$ cat config.mk
export PLATFORM = sky130hd
export DESIGN_NAME = mul4s_rr_arbiter
export DESIGN_NICKNAME = d
export VERILOG_FILES = /design/src/rtl/mul4s_rr_arbiter.sv
export SDC_FILE = /design/constraint.sdc
export NUM_CORES = 1
export LEC_CHECK = 0
export ABC_AREA = 1
export CAP_MARGIN = 20
export CORE_UTILIZATION = 40
export CTS_CLUSTER_DIAMETER = 120
export DETAILED_ROUTE_END_ITERATION = 8
export PLACE_DENSITY = 0.77
export SYNTH_ARGS = -nofsm -noshare
export SYNTH_HDL_FRONTEND = slang
export SYNTH_HIERARCHICAL = 1
export SYNTH_SLANG_ARGS = --single-unit
$ cat constraint.sdc
create_clock -name clk -period 7.43 [get_ports clk]
set_input_delay 1.1145 -clock clk [delete_from_list [all_inputs] [get_ports clk]]
set_output_delay 1.1145 -clock clk [all_outputs]
set_load 0.05 [all_outputs]
$ cat src/rtl/mul4s_rr_arbiter.sv
// ============================================================================
// mul4s_rr_arbiter: round-robin sharing of one 4x4 signed multiplier | rev 1.0
// ============================================================================
`default_nettype none
`timescale 1ns/1ps

module mul4s_core (
  input  logic [3:0] a,
  input  logic [3:0] b,
  output logic [7:0] out
);
  logic signed [7:0] a_ext;
  logic signed [7:0] b_ext;

  // Sign-extending to 8 bits keeps -8*-8 = +64 representable.
  assign a_ext = {{4{a[3]}}, a};
  assign b_ext = {{4{b[3]}}, b};
  assign out   = a_ext * b_ext;
endmodule

module mul4s_rr_arbiter #(
  parameter int NUM_REQ = 4,
  parameter int ID_W    = 2
) (
  input  logic                 clk,
  input  logic                 rst_n,
  input  logic [NUM_REQ-1:0]   req_valid,
  output logic [NUM_REQ-1:0]   req_ready,
  input  logic [4*NUM_REQ-1:0] req_a,
  input  logic [4*NUM_REQ-1:0] req_b,
  output logic                 res_valid,
  input  logic                 res_ready,
  output logic [7:0]           res_prod,
  output logic [ID_W-1:0]      res_id,
  output logic                 busy
);
  logic              s1_valid_q, s1_valid_d;
  logic [3:0]        s1_a_q, s1_a_d;
  logic [3:0]        s1_b_q, s1_b_d;
  logic [ID_W-1:0]   s1_id_q, s1_id_d;
  logic              res_valid_q, res_valid_d;
  logic [7:0]        res_prod_q, res_prod_d;
  logic [ID_W-1:0]   res_id_q, res_id_d;
  logic [ID_W-1:0]   ptr_q, ptr_d;

  logic              s2_free, s1_adv, s1_free;
  logic              any_hi, any_lo, any_win, xfer;
  logic [ID_W-1:0]   hi_id, lo_id, win_id;
  logic [NUM_REQ-1:0] grant;
  logic [3:0]        sel_a, sel_b;
  logic [7:0]        core_out;

  assign s2_free = !res_valid_q || res_ready;
  assign s1_adv  = s1_valid_q && s2_free;
  assign s1_free = !s1_valid_q || s1_adv;

  // Two passes: indices above the pointer first, then wrap to those at or below it.
  always_comb begin
    any_hi = 1'b0;
    any_lo = 1'b0;
    hi_id  = '0;
    lo_id  = '0;
    for (int i = 0; i < NUM_REQ; i++) begin
      if (!any_hi && req_valid[i] && (i > int'(ptr_q))) begin
        any_hi = 1'b1;
        hi_id  = ID_W'(i);
      end
    end
    for (int i = 0; i < NUM_REQ; i++) begin
      if (!any_lo && req_valid[i] && (i <= int'(ptr_q))) begin
        any_lo = 1'b1;
        lo_id  = ID_W'(i);
      end
    end
    any_win = any_hi || any_lo;
    win_id  = any_hi ? hi_id : lo_id;
  end

  always_comb begin
    grant = '0;
    sel_a = '0;
    sel_b = '0;
    for (int i = 0; i < NUM_REQ; i++) begin
      grant[i] = any_win && (win_id == ID_W'(i));
      if (grant[i]) begin
        sel_a = req_a[i*4 +: 4];
        sel_b = req_b[i*4 +: 4];
      end
    end
  end

  // No grant is offered while reset is held, so nothing is accepted into a clearing pipe.
  assign req_ready = grant & {NUM_REQ{s1_free && rst_n}};
  assign xfer      = |(req_valid & req_ready);

  mul4s_core u_core (
    .a   (s1_a_q),
    .b   (s1_b_q),
    .out (core_out)
  );

  always_comb begin
    s1_valid_d  = s1_valid_q;
    s1_a_d      = s1_a_q;
    s1_b_d      = s1_b_q;
    s1_id_d     = s1_id_q;
    ptr_d       = ptr_q;
    res_valid_d = res_valid_q;
    res_prod_d  = res_prod_q;
    res_id_d    = res_id_q;

    if (xfer) begin
      s1_valid_d = 1'b1;
      s1_a_d     = sel_a;
      s1_b_d     = sel_b;
      s1_id_d    = win_id;
      ptr_d      = win_id;
    end else if (s1_adv) begin
      s1_valid_d = 1'b0;
    end

    if (s1_adv) begin
      res_valid_d = 1'b1;
      res_prod_d  = core_out;
      res_id_d    = s1_id_q;
    end else if (res_ready) begin
      res_valid_d = 1'b0;
    end
  end

  always_ff @(posedge clk or negedge rst_n) begin
    if (!rst_n) begin
      s1_valid_q  <= 1'b0;
      s1_a_q      <= '0;
      s1_b_q      <= '0;
      s1_id_q     <= '0;
      ptr_q       <= ID_W'(NUM_REQ - 1);
      res_valid_q <= 1'b0;
      res_prod_q  <= '0;
      res_id_q    <= '0;
    end else begin
      s1_valid_q  <= s1_valid_d;
      s1_a_q      <= s1_a_d;
      s1_b_q      <= s1_b_d;
      s1_id_q     <= s1_id_d;
      ptr_q       <= ptr_d;
      res_valid_q <= res_valid_d;
      res_prod_q  <= res_prod_d;
      res_id_q    <= res_id_d;
    end
  end

  assign res_valid = res_valid_q;
  assign res_prod  = res_prod_q;
  assign res_id    = res_id_q;
  assign busy      = s1_valid_q || res_valid_q;
endmodule

`default_nettype wire

# Word-level counts from Yosys, hierarchy flattened
# Cells that the tools add are included.
[word_totals]
regBits = 24
output_inout_bits = 16
word_cells = 78
[op_classes]
mul = 1
magnitude_cmp = 6
n_eq_ne = 3
mux = 26
bitwise_logic = 2
reduce_logical = 32
[op_table]
columns = ["operator", "n"]
rows = [
  ["$mux 4", 8],
  ["$logic_and 1x1->1", 17],
  ["$mux 1", 13],
  ["$mux 2", 5],
  ["$and 4x4->4", 2],
  ["$mul 4x4->8", 1],
  ["$logic_not 1->1", 7],
  ["$eq 2x2->1 const B", 2],
  ["$gt 2x2->1 const A", 2],
  ["$le 2x2->1 const A", 2],
  ["$logic_or 1x1->1", 4],
  ["$reduce_bool 2->1", 2],
  ["$reduce_or 4->1", 1],
  ["$eq 2x1->1 const B", 1],
  ["$gt 1x2->1 const A", 1],
  ["$le 1x2->1 const A", 1],
  ["$logic_not 2->1", 1],
]

# Logic depth before layout (Yosys ltp)
[depth]
ltp_word = 20
mapped_depth = 17

# Modules after synthesis
# Netlist, hierarchy kept.
[modules_own_cells]
columns = ["module", "instances", "cells_each", "area_each_um2", "seq_area_each_um2"]
rows = [
  ["mul4s_rr_arbiter", 1, 177, 1440.1, 603.1],
  ["mul4s_core", 1, 87, 605.6, 0.0],
]

# Least setup slack after synthesis
# Ideal clock, no wire load.
[synth_timing]
path_type = "input -> output"
from = "in req_valid[0]"
to = "out req_ready[1]"
arrival_time_ps = 2977
t_required_ps = 6315
setup_slack_ps = 3338
path_stages = 9
path_buffers = 2
path_cell_list = "inv_1 > nand2_1 > nor2_2 > nor2_4 > nand3_1 > nand2_1 > buf_4 > buf_6 > nor3_1"
[synth_via]
elab_chain_cells = 17
[synth_rtl]
columns = ["element", "line", "rtl"]
rows = [
  ["start: declaration", "27", "input logic [NUM_REQ-1:0] req_valid,"],
  ["$mux 1 *", "70", "if (!any_lo && req_valid[i] && (i <= int'(ptr_q))) begin"],
  ["$logic_not 1->1", "70", ""],
  ["$logic_and 1x1->1 (2 in series)", "70", ""],
  ["$mux 1", "70", ""],
  ["$logic_not 1->1", "70", ""],
  ["$logic_and 1x1->1 (2 in series)", "70", ""],
  ["$mux 1", "70", ""],
  ["$logic_not 1->1", "70", ""],
  ["$logic_and 1x1->1 (2 in series)", "70", ""],
  ["$mux 2", "70", ""],
  ["$mux 2", "76", "win_id = any_hi ? hi_id : lo_id;"],
  ["$eq 2x1->1", "84", "grant[i] = any_win && (win_id == ID_W'(i));"],
  ["$logic_and 1x1->1 *", "84", ""],
  ["$and 4x4->4 *", "93", "assign req_ready = grant & {NUM_REQ{s1_free && rst_n}};"],
  ["end: declaration", "28", "output logic [NUM_REQ-1:0] req_ready,"],
]
# Mark *: on every way between the ends. The rest lies on a longest branch, timed or not.

# Worst setup path after layout
[layout_timing]
from = "in req_valid[0]"
to = "out req_ready[2]"
[layout_via]
elab_chain_cells = 17
[layout_rtl]
columns = ["element", "line"]
rows = [
  ["$mux 1 *", "70"],
  ["$logic_not 1->1", "70"],
  ["$logic_and 1x1->1 (2 in series)", "70"],
  ["$mux 1", "70"],
  ["$logic_not 1->1", "70"],
  ["$logic_and 1x1->1 (2 in series)", "70"],
  ["$mux 1", "70"],
  ["$logic_not 1->1", "70"],
  ["$logic_and 1x1->1 (2 in series)", "70"],
  ["$mux 2", "70"],
  ["$mux 2", "76"],
  ["$eq 2x2->1", "84"],
  ["$logic_and 1x1->1 *", "84"],
  ["$and 4x4->4 *", "93"],
]
# Marked as above.

==> run_results.csv <==
group,metric,value,unit
drt,met3_length,222,um
logic_synthesis,synth_seq_cells,24,
die,die_area,5400,um^2
logic_synthesis,synthCells,264,
die,die_x,73.5,um
drt,routedWlPerCell,11.0,um
die,fp.dieH,73.5,um
sta,timing.final.crit_share,64.3,%
logic_synthesis,synthFlopType,"dfrtp_1",
drt,vias,1850,
logic_synthesis,seq_area_frac_synth,29.5,%
sta,slew_violations,0,
die,io_pins,55,
sta,tns,0,ns
setup_path,crit_path_start_kind,"input port",
outcome,status,"completed",
clock_tree,ctsHoldBuffers,0,
min_path,hold_path_depth,2,
grt,grt_use_total,17.8,%
placed_design,placed_cell_area,2620,um^2
setup_path,criticalPathCategory,"input port to primary output",
final_layout,n_antenna_cell,0,
logic_synthesis,synth_top_cell_area_share,26.9,%
drt,dr.pass1.iters,4,
power,pwr-share-seq,21.0,%
power,p_per_area,433,nW/um^2
logic_synthesis,avgSynthCellArea,7.75,um^2
sta,final-hold-violation-count,0,
sta,clock.fmax,209,MHz
sta,rsz0062_at_grt,"false",
sta,fin_skew,0.00233,ns
clock_tree,root_buffer,"clkbuf_8",
final_layout,area_delta_synth_final,31.7,%
job,max-cap-violations,0,
setup_path,cp.required,6.32,ns
die,start_util,42.5,%
drt,drt_iter0_markers,55,
power,leakagePower,0.00138,uW
placed_design,place_congestion,0.758,
grt,grt_pass1_vias,1812,
clock_tree,ctsHtreeMaxLevel,1,
sta,period_minus_slack,4.78,ns
clock_tree,post_cts_buffers,0,
clock_tree,clockBufferDepth,2,
drt,routed_wl,4210,um
drt,postRouteAntennaNets,0,
grt,grt_remaining_overflow,0,
sta,hold_ws,0.490,ns
clock_tree,clk_pin_slew,0.08,ns
logic_synthesis,syn_area,2050,um^2
placed_design,numPortBuffers,54,
final_layout,final_nets,377,
grt,antenna_found_initial,0,
setup_path,path_max_fanout,21,
clock_tree,cts.sinks,24,
die,coreArea,4820,um^2
drt,met2_length,1950,um
logic_synthesis,yosys_warnings,6,
grt,grt_max_degree,26,
drt,viasPerCell,4.83,
placed_design,dp.cells,379,
min_path,hold_path_class,"flip-flop to flip-flop",
power,swShare,50.5,%
sta,relSlewSlack,57.7,%
clock_tree,cts-resized-gates,0,
setup_path,crit_arrival,3.66,ns
power,peakVddDrop,0.188,mV
clock_tree,numCtsBuffers,3,
setup_path,worstRegToRegCells,15,
logic_synthesis,synth_edf_count,0,
final_layout,fin_area,2690,um^2
sta,setup_violations,0,
drt,highest_layer,"met4",
power,p_clk_share,9.8,%
power,intPower,578,uW
power,combPwrFrac,69.1,%
setup_path,rr_startpoint,"s1_b_q[3]",
logic_synthesis,synth.distinct_cells,28,
min_path,min-delay-start,"s1_b_q[3]",
drt,drcViolationCount,0,
final_layout,final_cells,383,
logic_synthesis,async_reset_ff_share,100,%
setup_path,r2r_slack,3.65,ns
logic_synthesis,synth_top_area_cell,"dfrtp_1",
final_layout,fillers,452,
clock_tree,cts_tree,"done",
die,rows,25,
placed_design,dp_hpwl,3460,um
final_layout,drive_above_1_share,11.4,%
setup_path,worst_r2r_endpoint,"res_prod[7]",
min_path,holdPathEnd,"s1_b_q[3]",
drt,wl_met1,2000,um
grt,grt_pass1_wl,7610,um
logic_synthesis,synth_area_leaders,"dfrtp_1 (27%), nand2_1 (12%), fa_1 (8.8%), nand3_1 (7.6%), inv_1 (7.5%)",
sta,tightest_slew,0.633,ns
power,power.total,1170,uW
setup_path,cp-end-kind,"primary output",
clock_tree,clkLatencyLatePin,0.27,ns
power,p_switching,589,uW
logic_synthesis,synthesis.nets,324,
layout make-up:
cell class | instances | area [um^2] | share of cell area, %
repair buffers | 55 | 548 | 20.3
multi-input cells | 190 | 1230 | 45.5
well taps | 67 | 83.8 | 3.11
clock inverters | 1 | 30.0 | 1.11
clock buffers | 3 | 41.3 | 1.53
inverters | 43 | 161 | 5.99
flip-flops and latches | 24 | 603 | 22.4
stage by stage:
stage / utilization (%) / setup slack (ns)
2_1_floorplan: - / 3.34
3_3_place_gp: 54.4 / 2.71
3_5_place_dp: 54.4 / 2.65
4_1_cts: 55.9 / 2.64
5_1_grt: 55.9 / 2.42
6_report: 55.9 / 2.65
cell usage in the layout, fill, tap and decap left out, drive strengths merged:
cell type	Yosys	layout
a21boi	1	1
a21oi	3	3
buf	7	1
bufinv	0	1
clkbuf	0	3
clkdlybuf4s50	0	54
dfrtp	22	22
dfstp	2	2
fa	9	9
ha	12	12
inv	43	43
mux2	8	8
nand2	74	74
nand3	32	32
nand4	17	17
nor2	16	16
nor3	1	1
o21ai	12	12
or2	3	3
xor2	2	2
worst max-delay path, cell delays in order:
cell and delay [ns]:
clkdlybuf4s50_1 0.55, inv_1 0.08, nand2_1 0.08, nor2_2 0.06, nor2_4 0.11, nand3_1 0.09, nand2_1 0.48, nand2_1 0.15
nor2_1 0.12, clkdlybuf4s50_1 0.81
cell usage after synthesis (2+ instances only):
master    n
nand3_1  31
buf_2     2
inv_1    41
nor2_1   10
ha_1     12
buf_4     3
fa_1      9
dfstp_2   2
o21ai_0   7
o21ai_1   5
nor2_2    3
nand4_1  16
xor2_1    2
dfrtp_1  22
buf_6     2
or2_2     2
a21oi_1   3
nand2_2   7
inv_2     2
mux2_2    8
nand2_1  66
nor2_4    3
layer usage:
layer	GRT usage (%)	vias up
li1	-	952
met1	23.4	836
met2	30.3	59
met3	3.02	3
met4	4.49	0
met5	0	-
power by group through the flow:
stage,registers [uW],clock network (uW),logic (uW)
final,245,115,807
after global routing,256,123,912
after global placement,246,0,786
after CTS,245,118,817
after detailed placement,247,0,810
after floorplan,332,0,544
kinds of logic after synthesis:
family / after synthesis / share of synthesized area [%]
and+or+nand+nor: 143 / 33.9
buffers and inverters: 50 / 10.6
DFF: 24 / 29.5
adders and majority gates: 21 / 16.1
AOI/OAI and AO/OA: 16 / 4.59
muxes: 8 / 4.40
xor gates and xnor gates: 2 / 0.856
registers in the layout (all words and copies together) (netlist names):
| register | count |
|---|---|
| s1_id_q | 2 |
| s1_a_q | 4 |
| ptr_q | 2 |
| s1_valid_q | 1 |
| s1_b_q | 4 |
| res_prod | 8 |
| res_id | 2 |
| res_valid | 1 |
how the worst max path moves through the flow:
stage                             from  slack (ns)           end  depth (start not counted)
final                     req_valid[0]        2.65  req_ready[2]                         10
after CTS                 req_valid[0]        2.64  req_ready[1]                          9
after global placement    req_valid[0]        2.71  req_ready[0]                         11
after global routing      req_valid[0]        2.42  req_ready[1]                          9
after detailed placement  req_valid[0]        2.65  req_ready[2]                         10
after floorplan           req_valid[0]        3.34  req_ready[1]                          9
Power figures use the tool's default switching activity.
